File: config.mk
export PLATFORM = sky130hd
export DESIGN_NAME = add_sub_issue
export DESIGN_NICKNAME = d
export VERILOG_FILES = /design/src/rtl/add_sub_issue.sv
export SDC_FILE = /design/constraint.sdc
export NUM_CORES = 1
export LEC_CHECK = 0
export CAP_MARGIN = 25
export CELL_PAD_IN_SITES_DETAIL_PLACEMENT = 1
export CELL_PAD_IN_SITES_GLOBAL_PLACEMENT = 1
export CORE_MARGIN = 3
export CORE_UTILIZATION = 36
export CTS_CLUSTER_SIZE = 40
export DETAILED_ROUTE_END_ITERATION = 7
export PLACE_DENSITY_LB_ADDON = 0.1
export SLEW_MARGIN = 20
export SYNTH_ARGS = -nofsm -noshare
export SYNTH_HDL_FRONTEND = slang
export SYNTH_SLANG_ARGS = --single-unit
File: constraint.sdc
create_clock -name clk -period 6.1 [get_ports clk]
set_clock_uncertainty 0.2 [all_clocks]
set_input_delay 1.22 -clock clk [delete_from_list [all_inputs] [get_ports clk]]
set_output_delay 1.22 -clock clk [all_outputs]
set_load 0.005 [all_outputs]
File: src/rtl/add_sub_issue.sv
// Issue/retire stage wrapped around the combinational add/sub unit.
// Registers operands, captures result/overflow, and keeps overflow status.
module add_sub_issue #(
  parameter int DATA_WIDTH = 16,
  parameter int CNT_WIDTH  = 8
) (
  input  logic                  clk,
  input  logic                  reset,
  input  logic                  in_valid,
  output logic                  in_ready,
  input  logic [DATA_WIDTH-1:0] in_a,
  input  logic [DATA_WIDTH-1:0] in_b,
  input  logic [3:0]            in_func,
  input  logic                  in_chain,
  output logic [DATA_WIDTH-1:0] alu_a,
  output logic [DATA_WIDTH-1:0] alu_b,
  output logic [3:0]            alu_func,
  input  logic [DATA_WIDTH-1:0] alu_c,
  input  logic                  alu_ovf,
  output logic                  out_valid,
  input  logic                  out_ready,
  output logic [DATA_WIDTH-1:0] out_c,
  output logic                  out_ovf,
  output logic                  sticky_ovf,
  output logic [CNT_WIDTH-1:0]  ovf_count,
  input  logic                  clear_status
);

  typedef enum logic [1:0] {
    S_IDLE,
    S_EXEC,
    S_DONE
  } state_t;

  state_t                r_state;
  state_t                w_next;
  logic [DATA_WIDTH-1:0] r_a;
  logic [DATA_WIDTH-1:0] r_b;
  logic [3:0]            r_func;
  logic [DATA_WIDTH-1:0] r_c;
  logic                  r_ovf;
  logic                  r_sticky;
  logic [CNT_WIDTH-1:0]  r_cnt;
  logic                  w_accept;
  logic                  w_capture;

  assign in_ready  = (r_state == S_IDLE) |
                     ((r_state == S_DONE) & out_ready);
  assign w_accept  = in_valid & in_ready;
  assign w_capture = (r_state == S_EXEC);

  always_comb begin
    w_next = r_state;
    unique case (r_state)
      S_IDLE: if (in_valid) w_next = S_EXEC;
      S_EXEC: w_next = S_DONE;
      S_DONE: begin
        if (out_ready)
          w_next = in_valid ? S_EXEC : S_IDLE;
      end
      default: w_next = S_IDLE;
    endcase
  end

  // r_c doubles as the chain register: it always holds the last capture
  always_ff @(posedge clk or posedge reset) begin
    if (reset) begin
      r_state  <= S_IDLE;
      r_a      <= '0;
      r_b      <= '0;
      r_func   <= '0;
      r_c      <= '0;
      r_ovf    <= 1'b0;
      r_sticky <= 1'b0;
      r_cnt    <= '0;
    end else begin
      r_state <= w_next;
      if (w_accept) begin
        r_a    <= in_chain ? r_c : in_a;
        r_b    <= in_b;
        r_func <= in_func;
      end
      if (w_capture) begin
        r_c   <= alu_c;
        r_ovf <= alu_ovf;
      end
      if (w_capture && alu_ovf) begin
        r_sticky <= 1'b1;
        if (clear_status)
          r_cnt <= CNT_WIDTH'(1);
        else if (!(&r_cnt))
          r_cnt <= r_cnt + CNT_WIDTH'(1);
      end else if (clear_status) begin
        r_sticky <= 1'b0;
        r_cnt    <= '0;
      end
    end
  end

  assign alu_a      = r_a;
  assign alu_b      = r_b;
  assign alu_func   = r_func;
  assign out_valid  = (r_state == S_DONE);
  assign out_c      = r_c;
  assign out_ovf    = r_ovf;
  assign sticky_ovf = r_sticky;
  assign ovf_count  = r_cnt;

endmodule

==> results.toml <==
[status]
run_status = "completed"

[placed_design]
dp_slack_ps = 2245
gp_congestion = 0.7612
dp_hpwl_um = 5121
io_buffers = 122

[floorplanning]
die_area_um2 = 9158
rows = 32
initial_core_util_pct = 37.29
die_y_um = 95.70
core_area_um2 = 7767
num_io_pins = 123
die_x_um = 95.70

[logic_synthesis]
synth_edf_count = 0
synth-seq-cells = 64
async_flop_share_pct = 100.0
synth_area_leaders = "dfrtp_1 (55%), mux2_2 (15%), mux2_4 (15%)"
ys.flop_type = "dfrtp_1"
syn_area_um2 = 2897
yosys_warnings = 0
ys_seq_area_share_pct = 55.29
synth_area_per_cell_um2 = 15.24
yosysMostFrequentCell = "dfrtp_1"
syn_nets = 250
yosysUniqueCellTypes = 33
synth_top_area_cell = "dfrtp_1"
synth_commonest_cells = "dfrtp_1 (64), mux2_2 (39), mux2_4 (29)"
syn_inst = 190
netlist.area_leader.share_pct = 55.29

[clocking]
cts.clk_slew.worst_paths_ps = 60
holdBufCountCts = 0
cts_made_buffers = 9
htree_levels = 3
postCtsSetupBuffers = 0
cts.sinks = 64
cts-resized-gates = 0
cts-root-buf = "clkbuf_8"
cts_tree = "built"
cts_buffer_depth = 2
clk_latency_ps = 330

[setup_path]
worstPathRequired_ps = 4680
r2r_setup_slack_ps = 4090
startpoint_type = "input pin"
crit_fanout = 2
r2r_start = "r_state[1]"
r2r_cells = 4
end_kind = "output pin"
criticalPathCategory = "in -> out"
r2r_end = "alu_a[8]"
cp_data_arrival_time_ps = 2430

[final_layout]
seq_area_um2 = 1602
antenna_cells = 0
syn2layout_area_growth_pct = 50.84
multi_input_area_um2 = 1184
fill_cells = 793
drive_gt1_share_pct = 27.59
layout.nets = 375

[hold_path]
whs_path_depth = 2
worstHoldStart = "out_ovf"
min_to = "out_ovf"
hold_class = "reg -> reg"

[routing]
wire_per_inst_um = 17.56
first_pass_iters = 4
viasPerCell = 4.822
drt_wl_total_um = 7391
drc = 0
vias = 2030
ant_nets = 0
first_iter_violations = 44

[timing]
hold_slack_ps = 305.5
setup_tns_ps = 0
hold_viol = 0
final_max_slew_viol_count = 0
layout_setup_ws_ps = 2253
fmax_ghz = 0.2600
period_minus_slack_ps = 3847
rsz0062_at_grt = "false"
post-route-period-util_pct = 63.06
tightest_slew_ps = 879.0
finalSetupViolCount = 0
maxSlewHeadroom_pct = 41.22

[grt]
antenna_found_initial = 0
grt_pass1_wl_um = 11470
grt_pass1_vias = 2215
grt_usage_pct = 16.57
grt_max_degree = 52
grt_overflow = 0

[job]
drv_cap = 0

[power_and_ir_drop]
total_power_mw = 1.646
powerDensity_nw_per_um2 = 376.7
peakVddDrop_mv = 0.1806
p_leak_nw = 1.836
==> critical path, cell delays in order <==
cell             delay (ps)
clkdlybuf4s50_1         440
nand2b_1                110
nor2b_4                 150
clkdlybuf4s50_1         500
==> metrics by stage <==
stage | area [µm²] | utilization, % | cells
final | 4369 | 56.25 | 421
after global routing | 4369 | 56.25 | 421
after CTS | 4369 | 56.25 | 421
after detailed placement | 4149 | 53.41 | 406
after global placement | 4149 | 53.41 | 406
after floorplan | 2897 | - | 190
==> power breakdown <==
group	switching, mW	internal (mW)	total [mW]
clock network	0.158	0.250	0.408
registers	0.0860	0.559	0.645
logic	0.168	0.425	0.593
==> layer usage <==
layer | wire length (µm) | global-route usage (%) | vias up
li1 | - | - | 931
met1 | 3065 | 20.39 | 1017
met2 | 3710 | 27.45 | 75
met3 | 555 | 5.238 | 7
met4 | 60 | 5.687 | 0
met5 | 0 | 0 | -
==> state kept, by name, indices dropped and copies added (netlist names) <==
signal / count
out_c: 16
alu_a: 16
sticky_ovf: 1
alu_func: 4
alu_b: 16
ovf_count: 8
r_state: 2
out_ovf: 1
==> worst max-delay path by stage <==
stage,start,end,cells after the start
4_1_cts,out_ready,in_ready,4
6_report,out_ready,in_ready,4
2_1_floorplan,reset,alu_a[0],1
3_5_place_dp,out_ready,in_ready,4
5_1_grt,out_ready,in_ready,4
3_3_place_gp,out_ready,in_ready,4
==> cell type report <==
type                    count  share of cell area [%]
clock buffers              12                   3.551
flip-flops and latches     64                   36.66
well taps                 102                   2.921
inverters                   2                  0.1718
repair buffers            123                   28.12
clock inverters             3                   1.489
multi-input cells         115                   27.09
==> logic make-up after synthesis <==
group	share of synthesized area, %
AO/OA/AOI/OAI	2.937
XOR/XNOR	0.3024
adder cells (fa/ha/maj)	0.4319
buffers and inverters	3.845
flip-flops	55.29
multiplexers	30.89
AND/OR/NAND/NOR	6.307
==> cell usage in the layout, fill, tap and decap left out, drive strengths merged <==
cell and count:
clkinv 1, o21ai 3, bufinv 2, inv 2, buf 1, xnor2 1
and3b 1, nor2b 3, nor3 3, nand4 2, or4b 1, nand3b 1
nor2 6, a211oi 3, clkdlybuf4s50 122, clkbuf 12, o31ai 1, dfrtp 64
nand2 5, a31oi 1, or4 1, and2 1, a221o 1, and4b 1
nand3 2, a21oi 3, and4 1, mux2 68, mux2i 2, o41ai 1
ha 1, nand2b 2
Note: power is estimated with default switching activity, not from simulation.
